==> src/rtl/joypad_pkg.sv <==
// Shared types and constants for the NES-style joypad scanner.
//   state_e      : scan sequencer states
//   BTN_*        : bit positions of each button inside button_vec_t
//   button_vec_t : 8-bit button vector, 1 = pressed
package joypad_pkg;

    typedef enum logic [2:0] {
        IDLE   = 3'd0,
        LATCH  = 3'd1,
        WAIT   = 3'd2,
        CLK_HI = 3'd3,
        CLK_LO = 3'd4,
        FILTER = 3'd5
    } state_e;

    localparam int BTN_A      = 0;
    localparam int BTN_B      = 1;
    localparam int BTN_SELECT = 2;
    localparam int BTN_START  = 3;
    localparam int BTN_UP     = 4;
    localparam int BTN_DOWN   = 5;
    localparam int BTN_LEFT   = 6;
    localparam int BTN_RIGHT  = 7;

    typedef logic [7:0] button_vec_t;

endpackage

==> src/rtl/joypad_filter.sv <==
// Scan-granularity debounce filter. A raw scan is published only after
// Stable consecutive identical scans.
// Ports:
//   clock, reset_n : system clock, async active-low reset
//   raw            : button vector of the scan just completed (1 = pressed)
//   strobe         : one-cycle pulse, raw is valid
//   buttons        : filtered button vector
//   changed        : one-cycle pulse on the cycle buttons takes a new value
module joypad_filter
    import joypad_pkg::*;
#(
    parameter int Stable = 2
) (
    input  logic        clock,
    input  logic        reset_n,
    input  button_vec_t raw,
    input  logic        strobe,
    output button_vec_t buttons,
    output logic        changed
);

    // The match counter only has to reach Stable-1.
    localparam int CW = (Stable > 1) ? $clog2(Stable) : 1;
    localparam logic [CW-1:0] MatchMax = CW'(Stable - 1);

    logic [CW-1:0] match_q, match_d;
    button_vec_t   prev_q, prev_d;
    button_vec_t   buttons_q, buttons_d;
    logic          changed_q, changed_d;

    always_comb begin
        match_d   = match_q;
        prev_d    = prev_q;
        buttons_d = buttons_q;
        changed_d = 1'b0;
        if (strobe) begin
            if (raw == prev_q) begin
                match_d = (match_q == MatchMax) ? match_q : match_q + CW'(1);
            end else begin
                match_d = '0;
            end
            prev_d = raw;
            // Decision uses the freshly updated match count.
            if (match_d == MatchMax && raw != buttons_q) begin
                buttons_d = raw;
                changed_d = 1'b1;
            end
        end
    end

    always_ff @(posedge clock or negedge reset_n) begin
        if (!reset_n) begin
            match_q   <= '0;
            prev_q    <= 8'h00;
            buttons_q <= 8'h00;
            changed_q <= 1'b0;
        end else begin
            match_q   <= match_d;
            prev_q    <= prev_d;
            buttons_q <= buttons_d;
            changed_q <= changed_d;
        end
    end

    assign buttons = buttons_q;
    assign changed = changed_q;

endmodule

==> src/rtl/joypad_scan.sv <==
// Periodic NES-style joypad scanner. Drives the pad latch/clock sequence,
// samples the 8 serial button bits and publishes a debounced, active-high
// button vector.
// Handshake: scan_req is a single-cycle request; requests and poll ticks
// arriving while a scan is pending or running collapse into one pending scan.
// Ports:
//   clock, reset_n : system clock, async active-low reset
//   pad_data       : serial pad data, active-low, asynchronous
//   scan_req       : one-cycle request for an immediate scan
//   pad_latch      : pad parallel-load strobe (registered)
//   pad_clock      : pad shift clock (registered)
//   buttons        : filtered buttons, bit 0..7 = A,B,Select,Start,Up,Down,Left,Right
//   changed        : one-cycle pulse when buttons updates
//   busy           : high in every state except IDLE
//   dbg_state      : current sequencer state
module joypad_scan
    import joypad_pkg::*;
#(
    parameter int PollPeriod = 200000,
    parameter int HalfBit    = 6,
    parameter int Stable     = 2
) (
    input  logic        clock,
    input  logic        reset_n,
    input  logic        pad_data,
    input  logic        scan_req,
    output logic        pad_latch,
    output logic        pad_clock,
    output button_vec_t buttons,
    output logic        changed,
    output logic        busy,
    output state_e      dbg_state
);

    localparam int PW  = (PollPeriod > 2) ? $clog2(PollPeriod) : 1;
    localparam int PhW = $clog2(2 * HalfBit);
    localparam logic [PW-1:0]  PollReload = PW'(PollPeriod - 1);
    localparam logic [PhW-1:0] LatchLast  = PhW'(2 * HalfBit - 1);
    localparam logic [PhW-1:0] HalfLast   = PhW'(HalfBit - 1);

    // Synchronizer resets to 1 so an idle line reads as released.
    logic [1:0]     sync_q;
    logic           raw_bit;
    logic [PW-1:0]  poll_q, poll_d;
    logic           poll_tick;
    logic           pending_q, pending_d;
    state_e         state_q, state_d;
    logic [PhW-1:0] phase_q, phase_d;
    logic [2:0]     bit_q, bit_d;
    button_vec_t    shift_q, shift_d;
    logic           latch_q, latch_d;
    logic           pclk_q, pclk_d;

    assign raw_bit = ~sync_q[1];

    // Free-running poll timer, independent of the sequencer.
    assign poll_tick = (poll_q == '0);
    assign poll_d    = poll_tick ? PollReload : poll_q - PW'(1);

    // New requests win over the IDLE consume so none is lost.
    assign pending_d = (pending_q && (state_q != IDLE)) || poll_tick || scan_req;

    always_comb begin
        state_d = state_q;
        phase_d = phase_q + PhW'(1);
        bit_d   = bit_q;
        shift_d = shift_q;
        case (state_q)
            IDLE: begin
                phase_d = '0;
                bit_d   = 3'd0;
                if (pending_q) state_d = LATCH;
            end
            LATCH: begin
                if (phase_q == LatchLast) begin
                    state_d = WAIT;
                    phase_d = '0;
                end
            end
            WAIT: begin
                if (phase_q == HalfLast) begin
                    // Bits arrive A first; shifting right leaves A in bit 0.
                    shift_d = {raw_bit, shift_q[7:1]};
                    state_d = CLK_HI;
                    phase_d = '0;
                end
            end
            CLK_HI: begin
                if (phase_q == HalfLast) begin
                    state_d = CLK_LO;
                    phase_d = '0;
                end
            end
            CLK_LO: begin
                if (phase_q == HalfLast) begin
                    shift_d = {raw_bit, shift_q[7:1]};
                    phase_d = '0;
                    if (bit_q == 3'd6) begin
                        state_d = FILTER;
                    end else begin
                        state_d = CLK_HI;
                    end
                    bit_d = bit_q + 3'd1;
                end
            end
            FILTER: begin
                state_d = IDLE;
                phase_d = '0;
            end
            default: begin
                state_d = IDLE;
                phase_d = '0;
            end
        endcase
    end

    // Pad strobes are registered copies of the next state, so they line up
    // exactly with the LATCH / CLK_HI states and can never overlap.
    assign latch_d = (state_d == LATCH);
    assign pclk_d  = (state_d == CLK_HI);

    always_ff @(posedge clock or negedge reset_n) begin
        if (!reset_n) begin
            sync_q    <= 2'b11;
            poll_q    <= PollReload;
            pending_q <= 1'b0;
            state_q   <= IDLE;
            phase_q   <= '0;
            bit_q     <= 3'd0;
            shift_q   <= 8'h00;
            latch_q   <= 1'b0;
            pclk_q    <= 1'b0;
        end else begin
            sync_q    <= {sync_q[0], pad_data};
            poll_q    <= poll_d;
            pending_q <= pending_d;
            state_q   <= state_d;
            phase_q   <= phase_d;
            bit_q     <= bit_d;
            shift_q   <= shift_d;
            latch_q   <= latch_d;
            pclk_q    <= pclk_d;
        end
    end

    joypad_filter #(
        .Stable (Stable)
    ) u_filter (
        .clock   (clock),
        .reset_n (reset_n),
        .raw     (shift_q),
        .strobe  (state_q == FILTER),
        .buttons (buttons),
        .changed (changed)
    );

    assign pad_latch = latch_q;
    assign pad_clock = pclk_q;
    assign busy      = (state_q != IDLE);
    assign dbg_state = state_q;

endmodule

==> config.mk <==
export PLATFORM = sky130hd
export DESIGN_NAME = joypad_scan
export DESIGN_NICKNAME = d
export VERILOG_FILES = /design/src/rtl/joypad_pkg.sv /design/src/rtl/joypad_filter.sv /design/src/rtl/joypad_scan.sv
export SDC_FILE = /design/constraint.sdc
export NUM_CORES = 1
export LEC_CHECK = 0
export CAP_MARGIN = 5
export CORE_MARGIN = 10
export CORE_UTILIZATION = 45
export DETAILED_ROUTE_END_ITERATION = 10
export REMOVE_ABC_BUFFERS = 1
export SYNTH_ARGS = -nofsm -noshare
export SYNTH_HDL_FRONTEND = slang
export SYNTH_HIERARCHICAL = 1
export SYNTH_SLANG_ARGS = --single-unit
==> constraint.sdc <==
create_clock -name clock -period 6.55 [get_ports clock]
set_clock_uncertainty 0.2 [all_clocks]
set_input_delay 1.31 -clock clock [delete_from_list [all_inputs] [get_ports clock]]
set_output_delay 1.31 -clock clock [all_outputs]
set_load 0.005 [all_outputs]
* Yosys cells after proc, flatten, opt, wreduce, memory -nomap -nowiden
Cells that the tools add are included.
Word-level totals: output and inout bits 15, bits of input ports 4, logic and storage cells 62, register bits after elaboration 59
Operators by class: eq/ne operators 13, add/sub/neg operators 4, muxes and demuxes 18, reductions and logical operators 13, bitwise gates (word level) 1
Operators by type and width (number):
- two-way mux 3 bit | 7
- zero test 18 bit | 1
- two-way mux 18 bit | 1
- subtractor 18 x 1 -> 18 bit, second input constant | 1
- case mux 3 bit (5 select lines) | 1
- equality test 3 x 2 -> 1 bit, second input constant | 3
- equality test 3 bit, second input constant | 3
- equality test 8 bit | 1
- two-way mux 4 bit | 2
- inequality test 8 bit | 1
- case mux 4 bit (2 select lines) | 1
- equality test 3 x 1 -> 1 bit, second input constant | 2
- case mux 3 bit (2 select lines) | 1
- AND reduction 2 bit | 3
- two-way mux 1 bit | 5
- adder 4 x 1 -> 4 bit, second input constant | 1
- equality test 4 x 3 -> 1 bit, second input constant | 1
- equality test 4 bit, second input constant | 1
- adder 3 x 1 -> 3 bit, second input constant | 1
- zero test 3 bit | 1
- nonzero test 3 bit | 1
- OR reduction 3 bit | 1
- logical AND 1 bit | 2
- logical OR 1 bit | 2
- 5 further kinds | 5

* Depth between registers and ports, before layout
word-level depth 7, mapped depth 7

* By module
The synthesis kept the hierarchy.
By module, submodules not included:
- joypad_scan | instances 1, area an instance 1949.4 um^2, cells an instance 172, sequential area each 1042.2 um^2
- joypad_filter | instances 1, area an instance 832.0 um^2, cells an instance 57, sequential area each 425.4 um^2

* Worst setup path before layout
Ideal clock, no wire load.
path type register to output, start reg state_q[0], in the netlist dbg_state[0], end out busy, cell stages (with the launch flop) 3, path slack 4.052 ns, data arrival time 0.988 ns, cells stage by stage dfrtp_1 clkbuf_1 or3_1
On the way: cells in the longest elaborated chain, start to end 1
Ends and longest elaborated chain:
- from (decl) | RTL line joypad_scan.sv:47 | state_e state_q, state_d;
- from (signal assigned) | RTL line joypad_scan.sv:137 | state_q <= state_d;
- nonzero test 3 bit | RTL line joypad_scan.sv:159 | assign busy = (state_q != IDLE);
- to (decl) | RTL line joypad_scan.sv:31 | output logic busy,
No other way between the ends.

* Final worst setup path
Ends and elaborated chain as after synthesis.

==> key figures <==
Timing
  – Setup-failing EPs final: 0
  – Fmax: 307 MHz
  – RSZ-0062 raised after global routing: no
  – Count of pins over their slew limit: 0
  – Min Clock Period, post-route: 3.25 ns
  – Slew @ Worst Pin: 0.779 ns
  – TNS Setup: 0 ns
  – Slew HR: 47.8%
  – Tcrit/Tclk final: 49.7%
  – Hold Violations, Final: 0
  – Setup WS post-layout: 3.30 ns

Synthesis
  – Primary FF master, synth: dfrtp_1
  – Sequential fraction of the synthesis area: 52.8%
  – Post-synthesis async set-or-reset flop share: 100%
  – Synthesized flop and latch total: 58
  – Synth cell types: 47
  – Post-synth EDFFs: 0
  – Ys Warns: 6
  – Synth Cell Area: 0.00278 sq mm
  – Syn avg cell area: 12.1 sq um
  – Cells after synthesis: 229

Clock tree
  – Post-CTS Setup Bufs: 0
  – Cts bufs inserted: 9
  – CTS Root Cell: clkbuf_8
  – Clock-pin slew on the worst setup and hold paths: 0.06 ns
  – CTS tree: yes
  – Clock Sinks: 58
  – Hold buffer count at CTS: 0
  – Clk Latency, worst-skew pair: 0.33 ns
  – Clock Tree Buf Depth: 2
  – Post-CTS sizing: 0
  – CTS H-tree depth: 3

Setup path
  – Max incr delay on CP: 0.52 ns
  – Worst-path cell chain: or3_1, clkdlybuf4s50_1
  – CP Launch Type: flip-flop
  – Worst Path Required: 5.04 ns
  – Slowest CP cell: dfrtp_1
  – R2R Path End: shift_q[3]
  – Worst r2r src: phase_q[1]
  – Crit path capture type: primary output
  – CP Max Fanout: 13
  – Delay-heaviest family, CP: flip-flops
  – Worst path bufs/invs: 1
  – Crit Path Class: flip-flop to primary output
  – Critical path data arrival time: 1.74 ns
  – FF-to-FF setup slack: 4.32 ns
  – R2R depth: 5
  – CP startpoint: dbg_state[0]

Placed design
  – GPL Wtd Cong: 0.752
  – DPL Wire Length: 3.29 mm
  – Pre-CTS WS: 3.65 ns
  – PortBufs: 18
  – Placed Instances: 318

Run status
  – Status: completed

Global routing
  – Total global routing overflow: 0
  – GR Util All Layers: 10.7%
  – First-pass GRT wire length: 8.37 mm
  – Vias in the first global route: 1725
  – Pin count of the biggest net entering global routing: 59
  – Initial antenna violation count: 0

Power and ir drop
  – Clk pwr share: 47.5%
  – Maximum vdd drop: 0.000124 V
  – P_int: 0.571 mW
  – Total design power: 0.716 mW
  – Leak: 1.44 nW
  – Sequential power share: 50.7%
  – Power per Cell Area: 221 mW/mm^2
  – Sw Pwr: 0.145 mW
  – Logic pwr share: 1.9%
  – Sw frac: 20.2%

Drt
  – Total number of vias: 1736
  – DRC violations left: 0
  – Routed len/inst: 14.2 microns
  – Detailed Route Iter0 Violations: 40
  – Antenna-violating nets left: 0
  – Pre-antenna DRT Iters: 4
  – WL final: 4.73 mm
  – Vias/cell: 5.20

Floorplanning
  – Floorplan row count: 28
  – Die footprint: 0.00973 sq mm
  – Core Box Area: 0.00596 sq mm
  – Initial Util: 46.7%
  – IO Pins: 19
  – Die width: 98.6 microns
  – DIE HEIGHT: 98.6 microns

Layout
  – Nets@finish: 263
  – Most common cell after layout, fill and taps aside: dfrtp_1
  – Fin cells: 334
  – Area Overhead vs Synth: 16.6%
  – Share of layout cells above drive strength 1: 26.3%
  – Final Core Density: 54.5%
  – Antenna diodes: 0
  – Commonest cells after routing, fill and taps aside: dfrtp_1, mux2_2, nor2_1

Run
  – Total of max-cap violations: 0

Worst hold path
  – HP Class: flip-flop to flip-flop
  – WHS Endpoint: sync_q[1]
  – Worst min-delay path startpoint: sync_q[0]
  – Worst hold stages: 0
==> Yosys cell counts (3+ instances only) <==
| master | instances | area share, % |
|---|---|---|
| a21oi_1 | 5 | 0.90 |
| and3b_1 | 3 | 0.94 |
| clkbuf_1 | 3 | 0.40 |
| dfrtp_1 | 45 | 40 |
| dfstp_2 | 13 | 12 |
| ha_1 | 5 | 2.2 |
| inv_1 | 6 | 0.81 |
| mux2_2 | 24 | 9.7 |
| nand2_1 | 15 | 2.0 |
| nand4_1 | 3 | 0.67 |
| nor2_1 | 21 | 2.8 |
| nor3_1 | 4 | 0.72 |
| nor4_1 | 3 | 0.67 |
| nor4_4 | 3 | 2.3 |
| o21ai_0 | 3 | 0.54 |
| or2_2 | 3 | 0.67 |
| xnor2_1 | 19 | 6.0 |
| xor2_1 | 12 | 3.8 |
==> metal layers <==
layer  share of wire (%)  global-route usage [%]  up-vias  wire (microns)
met3                 4.9                    4.33        8             234
met5                   0                       0        -               0
met1                  48                    13.2      845            2250
met4                 1.8                    6.28        0              85
li1                    -                       -      862               -
met2                  46                    15.2       21            2160
==> cell families after synthesis <==
logic type,share of synthesized area (%)
DFF,52.8
muxes,10.4
AOI/OAI and AO/OA,6.70
buffers and inverters,1.57
xor gates and xnor gates,9.76
and+or+nand+nor,16.5
adders and majority gates,2.25
==> state kept, by name, indices dropped and copies added (netlist names), 2 cells and up <==
register / count
poll_q: 18
shift_q: 8
u_filter/buttons: 8
u_filter/prev_q: 8
phase_q: 4
bit_q: 3
dbg_state: 3
sync_q: 2
==> per-stage QoR <==
step,area (sq um),hold WS [ns]
6_report,3240,0.156
4_1_cts,3240,0.158
5_1_grt,3240,0.164
3_5_place_dp,3040,0.148
3_3_place_gp,3040,0.146
2_1_floorplan,2760,0.145
==> worst max path at each step <==
stage                      end  slack, ns  cells past startpoint
after floorplan           busy       4.15                      1
after global placement    busy       3.68                      2
after detailed placement  busy       3.65                      2
after CTS                 busy       3.27                      2
after global routing      busy       3.21                      2
final                     busy       3.30                      2
==> power by group through the flow <==
stage	Combinational, mW	Sequential [mW]	Clock (mW)
2_1_floorplan	0.00439	0.368	0
3_5_place_dp	0.0142	0.369	0
6_report	0.0134	0.363	0.340
5_1_grt	0.0156	0.363	0.373
3_3_place_gp	0.0143	0.369	0
4_1_cts	0.0142	0.363	0.352
==> worst register-to-register path: stages, from the launching register on <==
cell	delay (ns)
dfrtp_1	0.40
inv_1	0.06
ha_1	0.19
nand3b_2	0.18
nor3_2	0.68
mux2_2	0.42
==> area by class of cell <==
cell class | count | area [sq um]
tap | 75 | 93.8
fill | 524 | 2710
multi-input combinational | 160 | 1270
clock inverter | 2 | 35.0
inverter | 6 | 22.5
clock buffer | 14 | 173
sequential | 58 | 1470
timing repair buffer | 19 | 183
No activity file was read; power rests on OpenSTA's default activity.
